`src/rtl/uart_tx_path_if.sv`:
```
// rtl/uart_tx_path_if.sv - control, push and status signals between the UART register block and the TX path
interface uart_tx_path_if;
    logic       uart_en;
    logic       baud_sel;
    logic       wr_txfifo;
    logic [7:0] wrdata;
    logic       txd;
    logic       tx_flag;
    logic       txfifo_empty;
    logic       txfifo_full;
    logic       tx_busy;
    logic       tx_ovf;

    modport master (
        output uart_en, baud_sel, wr_txfifo, wrdata,
        input  txd, tx_flag, txfifo_empty, txfifo_full, tx_busy, tx_ovf
    );

    modport slave (
        input  uart_en, baud_sel, wr_txfifo, wrdata,
        output txd, tx_flag, txfifo_empty, txfifo_full, tx_busy, tx_ovf
    );
endinterface

```
`src/rtl/uart_tx_path.sv`:
```
// rtl/uart_tx_path.sv - UART transmit path: byte FIFO feeding an 8N1 serialiser
module uart_tx_path #(
    parameter int DEPTH    = 16,
    parameter int AW       = 4,
    parameter int DIV_SLOW = 5208,
    parameter int DIV_FAST = 434,
    parameter int CW       = 13
) (
    input  logic         PCLK,
    input  logic         PRESETn,
    uart_tx_path_if.slave bus
);
    typedef enum logic [1:0] {S_IDLE, S_START, S_DATA, S_STOP} state_t;

    logic [7:0]  r_mem [DEPTH];
    logic [AW-1:0] r_wptr, r_rptr;
    logic [AW:0] r_count;
    logic        r_empty, r_full, r_ovf;

    state_t      r_state;
    logic [7:0]  r_sh;
    logic [CW-1:0] r_div, r_cnt;
    logic [2:0]  r_idx;
    logic        r_txd, r_flag, r_busy;

    logic        w_pop, w_push, w_drop, w_bit_end;
    logic [AW:0] w_count_nxt;

    assign w_pop     = (r_state == S_IDLE) && bus.uart_en && !r_empty;
    // A pop in the same cycle frees the slot, so a push at full is still accepted.
    assign w_push    = bus.wr_txfifo && (!r_full || w_pop);
    assign w_drop    = bus.wr_txfifo && r_full && !w_pop;
    assign w_bit_end = (r_cnt == r_div - 1'b1);

    always_comb begin
        w_count_nxt = r_count;
        case ({w_push, w_pop})
            2'b10:   w_count_nxt = r_count + 1'b1;
            2'b01:   w_count_nxt = r_count - 1'b1;
            default: w_count_nxt = r_count;
        endcase
    end

    always_ff @(posedge PCLK) begin
        if (w_push) r_mem[r_wptr] <= bus.wrdata;
    end

    always_ff @(posedge PCLK or negedge PRESETn) begin
        if (!PRESETn) begin
            r_wptr  <= '0;
            r_rptr  <= '0;
            r_count <= '0;
            r_empty <= 1'b1;
            r_full  <= 1'b0;
            r_ovf   <= 1'b0;
        end else begin
            if (w_push) r_wptr <= r_wptr + 1'b1;
            if (w_pop)  r_rptr <= r_rptr + 1'b1;
            r_count <= w_count_nxt;
            r_empty <= (w_count_nxt == '0);
            r_full  <= (w_count_nxt == (AW+1)'(DEPTH));
            r_ovf   <= w_drop;
        end
    end

    always_ff @(posedge PCLK or negedge PRESETn) begin
        if (!PRESETn) begin
            r_state <= S_IDLE;
            r_sh    <= '0;
            r_div   <= '0;
            r_cnt   <= '0;
            r_idx   <= '0;
            r_txd   <= 1'b1;
            r_flag  <= 1'b0;
            r_busy  <= 1'b0;
        end else if (r_state != S_IDLE && !bus.uart_en) begin
            // Abort: the byte in flight is dropped, tx_flag keeps its value.
            r_state <= S_IDLE;
            r_txd   <= 1'b1;
            r_busy  <= 1'b0;
            r_cnt   <= '0;
        end else begin
            case (r_state)
                S_IDLE: begin
                    r_txd <= 1'b1;
                    if (w_pop) begin
                        r_sh    <= r_mem[r_rptr];
                        r_div   <= bus.baud_sel ? CW'(DIV_FAST) : CW'(DIV_SLOW);
                        r_cnt   <= '0;
                        r_flag  <= 1'b0;
                        r_busy  <= 1'b1;
                        r_txd   <= 1'b0;
                        r_state <= S_START;
                    end
                end
                S_START: begin
                    if (w_bit_end) begin
                        r_cnt   <= '0;
                        r_idx   <= '0;
                        r_txd   <= r_sh[0];
                        r_state <= S_DATA;
                    end else begin
                        r_cnt <= r_cnt + 1'b1;
                    end
                end
                S_DATA: begin
                    if (w_bit_end) begin
                        r_cnt <= '0;
                        r_sh  <= r_sh >> 1;
                        r_idx <= r_idx + 1'b1;
                        if (r_idx == 3'd7) begin
                            r_txd   <= 1'b1;
                            r_state <= S_STOP;
                        end else begin
                            r_txd <= r_sh[1];
                        end
                    end else begin
                        r_cnt <= r_cnt + 1'b1;
                    end
                end
                S_STOP: begin
                    if (w_bit_end) begin
                        r_cnt   <= '0;
                        r_flag  <= 1'b1;
                        r_busy  <= 1'b0;
                        r_state <= S_IDLE;
                    end else begin
                        r_cnt <= r_cnt + 1'b1;
                    end
                end
                default: r_state <= S_IDLE;
            endcase
        end
    end

    assign bus.txd          = r_txd;
    assign bus.tx_flag      = r_flag;
    assign bus.txfifo_empty = r_empty;
    assign bus.txfifo_full  = r_full;
    assign bus.tx_busy      = r_busy;
    assign bus.tx_ovf       = r_ovf;
endmodule

```
`src/flat_wrapper.sv`:
```
// flat-port wrapper written by rule: the top's interface ports become plain ports
module uart_tx_path_flat 
#(
    parameter int DEPTH    = 16,
    parameter int AW       = 4,
    parameter int DIV_SLOW = 5208,
    parameter int DIV_FAST = 434,
    parameter int CW       = 13
)
  (PCLK, PRESETn, bus_uart_en, bus_baud_sel, bus_wr_txfifo, bus_wrdata, bus_txd, bus_tx_flag, bus_txfifo_empty, bus_txfifo_full, bus_tx_busy, bus_tx_ovf);
  uart_tx_path_if bus_i ();
  input  logic PCLK;
  input  logic PRESETn;
  input wire logic [$bits(bus_i.uart_en)-1:0] bus_uart_en;
  input wire logic [$bits(bus_i.baud_sel)-1:0] bus_baud_sel;
  input wire logic [$bits(bus_i.wr_txfifo)-1:0] bus_wr_txfifo;
  input wire logic [$bits(bus_i.wrdata)-1:0] bus_wrdata;
  output wire logic [$bits(bus_i.txd)-1:0] bus_txd;
  output wire logic [$bits(bus_i.tx_flag)-1:0] bus_tx_flag;
  output wire logic [$bits(bus_i.txfifo_empty)-1:0] bus_txfifo_empty;
  output wire logic [$bits(bus_i.txfifo_full)-1:0] bus_txfifo_full;
  output wire logic [$bits(bus_i.tx_busy)-1:0] bus_tx_busy;
  output wire logic [$bits(bus_i.tx_ovf)-1:0] bus_tx_ovf;
  assign bus_i.uart_en = bus_uart_en;
  assign bus_i.baud_sel = bus_baud_sel;
  assign bus_i.wr_txfifo = bus_wr_txfifo;
  assign bus_i.wrdata = bus_wrdata;
  assign bus_txd = bus_i.txd;
  assign bus_tx_flag = bus_i.tx_flag;
  assign bus_txfifo_empty = bus_i.txfifo_empty;
  assign bus_txfifo_full = bus_i.txfifo_full;
  assign bus_tx_busy = bus_i.tx_busy;
  assign bus_tx_ovf = bus_i.tx_ovf;
  uart_tx_path #(.DEPTH(DEPTH), .AW(AW), .DIV_SLOW(DIV_SLOW), .DIV_FAST(DIV_FAST), .CW(CW)) u_core (.PCLK(PCLK), .PRESETn(PRESETn), .bus(bus_i));
endmodule
```
`config.mk`:
```
export PLATFORM = sky130hd
export DESIGN_NAME = uart_tx_path_flat
export DESIGN_NICKNAME = d
export VERILOG_FILES = /design/src/rtl/uart_tx_path_if.sv /design/src/rtl/uart_tx_path.sv /design/src/flat_wrapper.sv
export SDC_FILE = /design/constraint.sdc
export NUM_CORES = 1
export LEC_CHECK = 0
export BUFFER_PORTS_ARGS = -buffer_cell sky130_fd_sc_hd__buf_2
export CAP_MARGIN = 20
export CORE_MARGIN = 4
export CORE_UTILIZATION = 45
export CTS_BUF_LIST = sky130_fd_sc_hd__clkbuf_2
export DETAILED_ROUTE_END_ITERATION = 10
export SLEW_MARGIN = 10
export SYNTH_ARGS = -nofsm -noshare
export SYNTH_HDL_FRONTEND = slang
export SYNTH_SLANG_ARGS = --single-unit
export TNS_END_PERCENT = 30
```
`constraint.sdc`:
```
create_clock -name PCLK -period 3.7 [get_ports PCLK]
set_clock_uncertainty 0.2 [all_clocks]
set_input_delay 0 -clock PCLK [delete_from_list [all_inputs] [get_ports PCLK]]
set_output_delay 0 -clock PCLK [all_outputs]
set_load 0.05 [all_outputs]
```
Word level (Yosys, flattened, before mapping)
Memory sizes are Yosys's and may differ from the RTL's.
Index checks and enable logic that the tools add are counted.
{ "op_classes": {"n_addsub": 7, "n_mul": 0, "n_div": 0, "magnitude_cmp": 0, "n_eq_ne": 17, "shift": 0, "muxes": 34, "n_bitwise": 1, "reduce_logical": 27} }
{ "ops": {"columns": ["operator", "n"], "rows": [
  ["$mux W13", 4],
  ["$pmux W13 S2", 1],
  ["$mux W8", 2],
  ["$pmux W8 S2", 1],
  ["$add A13 B1 Y13 const B", 1],
  ["$eq A13 B13 Y1", 1],
  ["$sub A13 B1 Y13 const B", 1],
  ["$mux W1", 12],
  ["$mux W2", 6],
  ["$ne A3 B1 Y1 const B", 4],
  ["$reduce_and A4 Y1", 3],
  ["$pmux W5 S2", 1],
  ["$reduce_and A3 Y1", 3],
  ["$add A4 B1 Y4 const B", 2],
  ["$ne A2 B1 Y1 const B", 4],
  ["$pmux W2 S4", 1],
  ["$reduce_bool A2 Y1", 4],
  ["$eq A2 B2 Y1 const B", 3],
  ["$logic_and A1 B1 Y1", 6],
  ["$mux W3", 2],
  ["$pmux W3 S2", 1],
  ["$add A5 B1 Y5 const B", 1],
  ["$eq A5 B5 Y1 const B", 1],
  ["$logic_not A5 Y1", 1],
  ["15 further kinds", 20]
]} }
{ "totals": {"ff_bits": 58, "latch_bits": 0, "ramBits": 128, "mem_bits_ro": 0, "in_bits": 13, "out_inout_bits": 6, "wordCells": 101, "mem_count": 1} }
{ "mem_list": {"columns": ["name", "words", "word_bits", "rd", "rd_ports_with_merged_regs", "write_ports", "line", "source"], "rows": [
  ["u_core.r_mem", 16, 8, 1, 0, 1, "uart_tx_path.sv:15", "logic [7:0] r_mem [DEPTH];"]
]} }

Longest topological paths before layout
Gate-level depths: netlist of the first run.
{ "logic_depth": {"ltp_word": 8, "depth_mapped": 17} }

Worst setup path before layout of the first run
Ideal clock, no wire load.
{ "synth_path": {"kind": "reg2reg", "startpoint": "register u_core.r_empty (netlist: u_core.bus.txfifo_empty)", "endpoint": "register u_core.r_full (netlist: u_core.bus.txfifo_full)", "arrival_ns": 3.068, "setup_slack_ns": 0.306, "path_stages_with_launch": 14, "path_cell_list": "dfstp_2 > nand3b_1 > buf_1 > inv_1 > ha_1 > clkbuf_1 > xor2_1 > ha_1 > o21a_1 > o21a_1 > a311oi_1 > nor3_1 > xor2_1 > nor2b_1"} }
{ "synth_via": {"elab_chain_len": 7, "word_cells_on_any_way": 8, "classes_between": "3 x eq/ne; 1 x mux; 4 x reduce/logical"} }
{ "synth_rtl": {"columns": ["item", "line", "source"], "rows": [
  ["from (decl)", "uart_tx_path.sv:18", "logic r_empty, r_full, r_ovf;"],
  ["from (signal assigned)", "uart_tx_path.sv:60", "r_empty <= (w_count_nxt == '0);"],
  ["$logic_not A1 Y1 (*)", "uart_tx_path.sv:29", "assign w_pop = (r_state == S_IDLE) && bus.uart_en && !r_empty;"],
  ["$logic_and A1 B1 Y1 (*)", "uart_tx_path.sv:29", null],
  ["via u_core.w_pop", "uart_tx_path.sv:26", "logic w_pop, w_push, w_drop, w_bit_end;"],
  ["$logic_or A1 B1 Y1", "uart_tx_path.sv:31", "assign w_push = bus.wr_txfifo && (!r_full || w_pop);"],
  ["$logic_and A1 B1 Y1", "uart_tx_path.sv:31", null],
  ["$eq A2 B1 Y1 / $eq A2 B2 Y1 (equally long branches)", "uart_tx_path.sv:37", "case ({w_push, w_pop})"],
  ["$pmux W5 S2 (*)", "uart_tx_path.sv:37", null],
  ["via u_core.w_count_nxt[4]", "uart_tx_path.sv:27", "logic [AW:0] w_count_nxt;"],
  ["$eq A5 B5 Y1 (*)", "uart_tx_path.sv:61", "r_full <= (w_count_nxt == (AW+1)'(DEPTH));"],
  ["to (signal assigned)", "uart_tx_path.sv:61", null],
  ["to (decl)", "uart_tx_path.sv:18", null]
]} }
Mark *: on every way through the listed nets, which the timed path passes. The rest lies on a longest branch.
A chain may end at the register's enable or synchronous reset.

Worst setup path in the final report of the first run
{ "layout_path": {"startpoint": "register u_core.r_state[0]", "endpoint": "register u_core.r_full (netlist: u_core.bus.txfifo_full)"} }
{ "layout_via": {"elab_chain_len": 8, "word_cells_on_any_way": 9, "classes_between": "3 x eq/ne; 1 x mux; 5 x reduce/logical"} }
{ "layout_rtl": {"columns": ["item", "line", "source"], "rows": [
  ["from (decl)", "uart_tx_path.sv:20", "state_t r_state;"],
  ["from (signal assigned)", "uart_tx_path.sv:68", "r_state <= S_IDLE;"],
  ["from (signal assigned)", "uart_tx_path.sv:78", "r_state <= S_IDLE;"],
  ["from (signal assigned)", "uart_tx_path.sv:93", "r_state <= S_START;"],
  ["$logic_not A2 Y1 (*)", "uart_tx_path.sv:29", null],
  ["$logic_and A1 B1 Y1 (*) (2 in a row)", "uart_tx_path.sv:29", null],
  ["via u_core.w_pop", "uart_tx_path.sv:26", null],
  ["$logic_or A1 B1 Y1", "uart_tx_path.sv:31", null],
  ["$logic_and A1 B1 Y1", "uart_tx_path.sv:31", null],
  ["$eq A2 B1 Y1 / $eq A2 B2 Y1 (equally long branches)", "uart_tx_path.sv:37", null],
  ["$pmux W5 S2 (*)", "uart_tx_path.sv:37", null],
  ["via u_core.w_count_nxt[4]", "uart_tx_path.sv:27", null],
  ["$eq A5 B5 Y1 (*)", "uart_tx_path.sv:61", null]
]} }
Marks and branches as above.

==> results of run 1 <==
[worst paths after layout]
kind | start | to | slack (ns) | cells after the start
setup / recovery | u_core.r_state[0]$_DFFE_PN0P_ | u_core.bus.txfifo_full$_DFF_PN0_ | 0.35 | 14
hold / removal | bus_uart_en | u_core.bus.txd$_DFFE_PN1P_ | 0.11 | 5
setup reg to reg | u_core.r_state[0]$_DFFE_PN0P_ | u_core.bus.txfifo_full$_DFF_PN0_ | 0.35 | 14
hold reg to reg | u_core.r_count[4]$_DFF_PN0_ | u_core.r_count[4]$_DFF_PN0_ | 0.30 | 1
max in group asynchronous | PRESETn | u_core.r_sh[2]$_DFFE_PN0P_ | 2.89 | 4
min in group asynchronous | PRESETn | u_core.bus.txd$_DFFE_PN1P_ | 0.12 | 3
[per-stage QoR]
stage | cells | total power (uW) | utilization (%) | area, um2
after detailed placement | 746 | 5050 | 47.8 | 8260
after floorplan | 527 | 4450 | - | 7970
after CTS | 805 | 6150 | 51.1 | 8840
after global placement | 746 | 5000 | 47.8 | 8260
final | 807 | 6080 | 51.1 | 8840
after global routing | 807 | 6510 | 51.1 | 8840
[area by class of cell]
type	instances	area (um2)	share of cell area, %
clock inverter	15	205	2.32
timing repair buffer	53	450	5.09
clock buffer	17	85.1	0.962
tap	225	282	3.18
sequential	176	5050	57.1
multi-input combinational	303	2710	30.6
inverter	16	60.1	0.679
antenna	2	5.00	0.0566
[cell usage in the layout (no fill, tap or decap), drive strengths merged, types with 13 or more instances in the layout]
cell	count
o21ai	13
dlygate4sd3	26
dfrtp	46
edfxtp	128
nand3	18
and2	20
nand2b	13
inv	22
nand2	38
clkbuf	17
mux4	40
nor2	13
buf	27
ha	19
[where the power goes]
part	leakage, uW	switching, uW	internal, uW
Combinational	0.00128	1240	1080
Clock	0.000160	809	253
Sequential	0.00176	247	2450
[registers in the layout (all words and copies together) (netlist names)]
signal,cells
u_core.r_cnt,13
u_core.r_count,5
u_core.r_state,2
u_core.r_div,3
u_core.r_idx,3
u_core.bus.txd,1
u_core.r_mem,128
u_core.bus.txfifo_full,1
u_core.bus.tx_flag,1
u_core.bus.tx_busy,1
u_core.bus.tx_ovf,1
u_core.r_rptr,4
u_core.r_wptr,4
u_core.r_sh,8
u_core.bus.txfifo_empty,1
[worst register-to-register path, stage by stage (launching register included)]
cell and delay, ns:
sky130_fd_sc_hd__dfrtp_1 0.47, sky130_fd_sc_hd__inv_1 0.13, sky130_fd_sc_hd__ha_1 0.19, sky130_fd_sc_hd__nand3b_1 0.13, sky130_fd_sc_hd__buf_4 0.21, sky130_fd_sc_hd__inv_1 0.17, sky130_fd_sc_hd__ha_1 0.37, sky130_fd_sc_hd__xor2_1 0.12
sky130_fd_sc_hd__ha_1 0.22, sky130_fd_sc_hd__o21a_1 0.17, sky130_fd_sc_hd__o21a_1 0.19, sky130_fd_sc_hd__a311oi_1 0.27, sky130_fd_sc_hd__nor3_1 0.09, sky130_fd_sc_hd__xor2_1 0.20, sky130_fd_sc_hd__nor2b_1 0.15
[routing by layer]
metal	part of all wire [%]	up-vias
met5	0	-
met4	1.2	0
met3	3.5	11
met2	49	73
met1	47	2345
li1	-	2107
[cells by family (layout without fill, tap and decap cells)]
family,count (synthesis),in the layout
flip-flops,176,176
AND/OR/NAND/NOR,136,136
AO/OA/AOI/OAI,76,76
multiplexers,54,54
buffers and inverters,48,101
adder cells (fa/ha/maj),19,19
XOR/XNOR,18,18
other,0,2
[what timing repair did]
action                                  4_1_cts  5_1_grt
hold buffers                                 27        0
endpoints found under the hold margin       295        0
endpoints found under the setup margin        0        0
==> results, run 1 <==
- At the end of routability-driven placement, the weighted congestion stood at 0.791.
- Summing the areas of all compound-gate instances in the mapped netlist gives 7.01% of the synthesized area.
- The final number of hold-violating endpoints is 0.
- The most used cell along the critical path is sky130_fd_sc_hd__ha_1.
- By area the synthesized netlist is led by sky130_fd_sc_hd__edfxtp_1 48%, sky130_fd_sc_hd__dfrtp_1 14%, sky130_fd_sc_hd__mux4_2 11%.
- The total CTS buffers is 17.
- After synthesis, the largest family of logic cells by area is multiplexers.
- The most utilized layer in the global route result is met2.
- The initial cell density of the core is 46.1%.
- After synthesis the netlist holds a flip-flop and latch count of 176.
- The number of gates resized after CTS was 0.
- The signal on the critical path passes through inv_1 -> ha_1 -> nand3b_1 -> buf_4 -> inv_1 -> ha_1 -> xor2_1 -> ha_1 -> o21a_1 -> o21a_1 -> a311oi_1 -> nor3_1 -> xor2_1 -> nor2b_1.
- In the synthesized netlist, the cells that appear most often are 128 x sky130_fd_sc_hd__edfxtp_1, 46 x sky130_fd_sc_hd__dfrtp_1, 40 x sky130_fd_sc_hd__mux4_2.
- The routed via count divided by cell count is 5.62.
- The worst setup path is captured at a flip-flop.
- During placement, the flow inserted port buffers numbering 18.
- After filler insertion, the fill cell instance count of the layout stands at 1460.
- The leakage power total is 0.00319 uW.
- The maximum number of pins on one net before global-route repair is 47.
- The via count is 4536.
- Yosys mapped the design onto 55 distinct sky130hd cell types.
- The maximum fanout encountered on the critical timing path is 12.
- The synthesized netlist devotes 2.98% of its cell area to adder and majority cells.
- The met1 layer usage reported by global route is 23.1%.
- STA classifies the critical path startpoint as a flip-flop.
- The area growth from synthesis to layout is 11.0%.
- For this run, the total global-route usage over all layers was measured as 16.3%.
- Setup repair after global routing left no endpoint under its margin.
- The DRC violation count after routing is 0.
- The flow ran to the end, and the final reports show no timing, DRC or antenna violations.
- The core region area is 17300 um2.
- Yosys instantiated no cell more often than sky130_fd_sc_hd__edfxtp_1.
- The H-tree was split into 4 levels.
- Clock-pin slew was measured on the worst setup and hold paths at 0.29 ns.
- The post-synthesis share of cell area spent on and, or, nand and nor gates is 8.94%.
- The post-synthesis share of cell area spent on xor and xnor gates is 1.98%.
- The global routing usage on met3 is 3.90%.
- Timing analysis after detailed placement gives a worst setup slack of 0.412 ns.
- The pre-antenna-repair detailed-routing pass consisted of 4 iterations.
- The critical path in this run is classified as reg -> reg.
- Across the VDD grid, the largest voltage drop is 325 uV.
- The total count of max-transition violations in the final report is 0.
- For this run the aggregate overflow at the end of global routing stands at 0.
- The clock reaches the later pin of the worst-skew pair after 0.76 ns.
- Setup total negative slack on the finished layout was measured at 0 ns.
- The transition time at the pin with the least slew margin is 0.824 ns.
- The floorplan step defined a die boundary enclosing 19900 um2.
- The routing usage on met2 is 25.8%.
- The cell at the root of the clock tree is sky130_fd_sc_hd__clkbuf_2.
- The fraction of the cycle the final worst path needs is 90.6%.
- The row count is 48.
- The cell family contributing the most delay on the critical path is adder cells.
- The final-report setup violation count is 0.
- The least setup slack across all paths after layout is 0.349 ns.
- The number of antenna violations at the first check in global routing was 2.
- The power density of the placed cells is 688 nW/um2.
- In this run the remaining antenna-violating nets after routing total 0.
- The number of buffers and inverters on the critical path is 3.
- The worst hold-check path type is in -> reg.
- Buffers added to address setup during post-CTS repair amount to 0.
- The fraction of registers with async set or reset after synthesis is 27.3%.
- The die boundary height is 141 um.
- Of the cells placed in the final design, the portion with a size suffix greater than 1 is 18.8%.
- The synthesized area per cell is 15.1 um2.
- The worst endpoint required time is 4.18 ns.
- The slowest cell on the critical path is sky130_fd_sc_hd__dfrtp_1.
- The net count of the mapped netlist is 559.
- The number of max-capacitance violations reported is 0.
- The HPWL after detailed placement is 10.1 mm.
- After the last flow step, the layout net total stands at 599.
- For this run, the number of Yosys warnings is 0.
- The number of global-route vias before repair is 4639.
- Of the post-synthesis cell area, the dominant cell type holds 48.3%.
- The relative max-transition margin is 45.1%.
- For this design the top-level I/O count stands at 19.
- Dividing the detail-routed wire length by the instance count gives 18.7 um.
- The dominant register cell in the synthesized netlist is sky130_fd_sc_hd__edfxtp_1.
- After technology mapping, the gate count stands at 527.
- Data arrives at the worst endpoint at 3.83 ns.
- The upper clock frequency limit is 298 MHz.
- The post-route minimum period is 3.35 ns.
- The clock passes through at most 2 buffers.
- The number of enable-type register cells in the synthesized netlist is 128.
- The die span in x is 141 um.
- The cell area after synthesis is 7970 um2.
- The portion of the post-synthesis area used by sequential elements is 63.4%.
- TritonCTS built the clock tree.
- The number of clock sinks seen by CTS is 176.
- Multiplexer cells account for 13.1% of the synthesized area.
- On the final layout, the worst hold slack is 0.112 ns.
- The global-route wire length before repair is 25.3 mm.
- The routed design has 15.1 mm of wire.
- Summed over all instances, the cell type with the most area after synthesis is sky130_fd_sc_hd__edfxtp_1.
- The detailed router finished its first iteration with 206 violations.
- In this design, the stage delay of the slowest critical-path cell is 0.47 ns.
Power figures use the tool's default switching activity.
==> run 2, diff against run 1 <==
CORE_ASPECT_RATIO = 0.9   (was unset)
==> run 2 against run 1 <==
Compared with the run above:
- non-clock buffer count unchanged
- global-route usage rose by 0.50 points
- fmax up 0.57%
- first-iteration DRC count is 45% higher
- largest power group unchanged
==> results, run 2 (synthesis gave the netlist of run 1 again) <==
- The initialized floorplan defines 45 standard-cell rows.
- Before antenna repair, the detailed router went through 5 iterations.
- The placement-stage cell area is 8280 um2.
- The global-route wire length before repair is 25.6 mm.
- The count of buffers added by post-CTS timing repair for setup is 0.
- The violation count after the first detailed-routing iteration is 298.
- The number of cells on the critical path is 14.
- The number of H-tree levels is 4.
- The fraction of the cycle the final worst path needs is 90.0%.
- The total count of max-transition violations in the final report is 0.
- The count of port buffers added during placement is 18.
- The average wire length per cell after detail routing is 19.5 um.
- In this design, the largest share of critical-path delay is due to adder cells.
- The core region area is 17100 um2.
- The smallest clock period supported by the final layout is computed as 3.33 ns.
- The most common cell after layout, fill and taps aside is sky130_fd_sc_hd__edfxtp_1.
- The area growth from synthesis to layout is 10.8%.
- The post-route cell area is 8820 um2.
- The worst hold path belongs to the class in -> async.
- TritonCTS built the clock tree.
- For this block, the routed nets add up to 15.9 mm of wire.
- The total congestion overflow after global routing is 0.
- The top cell types in the final layout, fill and taps aside, are 128 x sky130_fd_sc_hd__edfxtp_1, 45 x sky130_fd_sc_hd__dfrtp_1, 40 x sky130_fd_sc_hd__mux4_2.
- STA classifies the critical path endpoint as a flip-flop.
- The run finished with clean final reports.
- The post-cts gate resize count is 0.
- On the critical path, the stage with the largest delay is an instance of sky130_fd_sc_hd__dfrtp_1.
- The overall die area is 19900 um2.
- The maximum vdd drop is 327 uV.
- The net total in the final layout is 599.
- The kind of critical path is reg -> reg.
- The final weighted congestion of routability-driven global placement is 0.784.
- The data arrival time of the critical path is 3.82 ns.
- The flip-flop count of the largest register after layout is 128.
- Measured against its own limit, the worst slew margin works out to 45.8%.
- The floorplan step set the die width to 148 um.
- The antenna diode instance count is 0.
- In the final layout, the share of cells above drive strength 1 is 18.8%.
- STA classifies the critical path startpoint as a flip-flop.
- The number of max-capacitance violations reported is 0.
- The hold buffer count at CTS is 26.
- The routed layout has 4549 vias.
- The die is 134 um tall.
- Setup violations remaining at the end of the flow were counted as 0.
- Counting flops per register, the top entry is u_core.r_mem.
- The upper clock frequency limit is 300 MHz.
- The critical path contains buffers and inverters numbering 3 combined.
- The number of routed nets with antenna violations is 0.
- Summed over all failing endpoints, the final setup total negative slack is 0 ns.
- The final number of hold-violating endpoints is 0.
- On the worst path, the slowest cell contributes a delay of 0.47 ns.
- Once the floorplan was initialized, standard cells occupied 46.5% of the core.
- The number of clock sinks seen by CTS is 176.
- The number of I/O pins is 19.
- Clock tree synthesis selected as its root buffer the cell sky130_fd_sc_hd__clkbuf_2.
- In the final layout, the registers with the most flip-flops are u_core.r_mem (128), u_core.r_cnt (13), u_core.r_sh (8).
- Setup repair after global routing left no endpoint under its margin.
- The routed via count divided by cell count is 5.58.
- The transition time at the pin with the least slew margin is 0.812 ns.
- The maximum number of pins on one net before global-route repair is 36.
- Clock tree synthesis inserted a total of 17 buffers.
- After detailed routing, the number of remaining DRC violations is 0.
- The total global routing track utilization is 16.8%.
- For this design the static power due to leakage is 0.00318 uW.
- Power spread over the standard cell area amounts to 696 nW/um2.
- Traced cell by cell, the critical path runs through inv_1 -> ha_1 -> nand3b_1 -> buf_4 -> inv_1 -> ha_1 -> xor2_1 -> ha_1 -> o21a_1 -> o21a_1 -> o21a_1 -> nor3_1 -> xor2_1 -> nor2b_1.
- The number of antenna violations at the first check in global routing came to 0.
- The worst endpoint required time is 4.19 ns.
- No sink is reached through more buffers than the 2 on the longest clock path.
- Clock-pin slew was measured on the worst setup and hold paths at 0.27 ns.
- The clock network latency to the later pin of the worst-skew pair is 0.75 ns.
- The number of global-route vias before repair is 4675.
- The maximum fanout encountered on the critical timing path is 12.
- The HPWL after detailed placement is 10.5 mm.
- Measured in cells, the most critical reg-to-reg path has a length of 14.
==> run 2: cell count changes in the layout (fill, tap and decap cells not counted), moves of 2 or more <==
cell,change
sky130_fd_sc_hd__diode_2,-2
sky130_fd_sc_hd__inv_6,+2
sky130_fd_sc_hd__inv_12,-2
sky130_fd_sc_hd__clkinv_8,-4
sky130_fd_sc_hd__bufinv_16,+2
==> run 2: layout make-up <==
class | instances | area (um2)
multi-input combinational | 303 | 2710
clock buffer | 17 | 85.1
clock inverter | 15 | 198
sequential | 176 | 5050
fill | 1433 | 8290
timing repair buffer | 53 | 430
inverter | 16 | 60.1
tap | 235 | 294
==> run 2: worst min-delay path, stage by stage <==
cell	delay, ns
sky130_fd_sc_hd__dlygate4sd3_1	0.52
sky130_fd_sc_hd__buf_2	0.09
sky130_fd_sc_hd__dlygate4sd3_1	1.01
==> run 2: path summary, 6_finish.rpt <==
check | startpoint | end | slack [ns]
max | u_core.r_state[0]$_DFFE_PN0P_ | u_core.bus.txfifo_full$_DFF_PN0_ | 0.37
min | PRESETn | u_core.r_cnt[11]$_DFFE_PN0P_ | 0.1
max reg2reg | u_core.r_state[0]$_DFFE_PN0P_ | u_core.bus.txfifo_full$_DFF_PN0_ | 0.37
min reg2reg | u_core.r_count[4]$_DFF_PN0_ | u_core.r_count[4]$_DFF_PN0_ | 0.30
max in group asynchronous | PRESETn | u_core.bus.txfifo_empty$_DFF_PN1_ | 2.25
min in group PCLK | bus_uart_en | u_core.bus.txd$_DFFE_PN1P_ | 0.10
==> run 2: per-layer routing <==
layer,vias up,track usage [%],routed length [um]
li1,2107,-,-
met1,2338,23.8,7390
met2,95,26.6,7640
met3,9,4.26,776
met4,0,3.75,72
met5,-,0,0
==> run 2: power breakdown <==
part	leakage [uW]	total [uW]	switching [uW]	internal (uW)
logic	0.00127	2310	1230	1080
registers	0.00176	2750	297	2450
clock network	0.000160	1080	733	348
==> run 2: metrics by stage <==
step / std cells / utilization (%) / hold WS (ns) / power, uW / worst slack [ns]
2_1_floorplan: 527 / - / -0.496 / 4450 / 0.306
3_3_place_gp: 757 / 48.4 / -0.268 / 5020 / 0.522
3_5_place_dp: 757 / 48.4 / -0.266 / 5090 / 0.423
4_1_cts: 815 / 51.6 / 0.0374 / 6190 / 0.376
5_1_grt: 815 / 51.6 / 0.0674 / 6530 / 0.143
6_report: 815 / 51.6 / 0.0966 / 6140 / 0.368
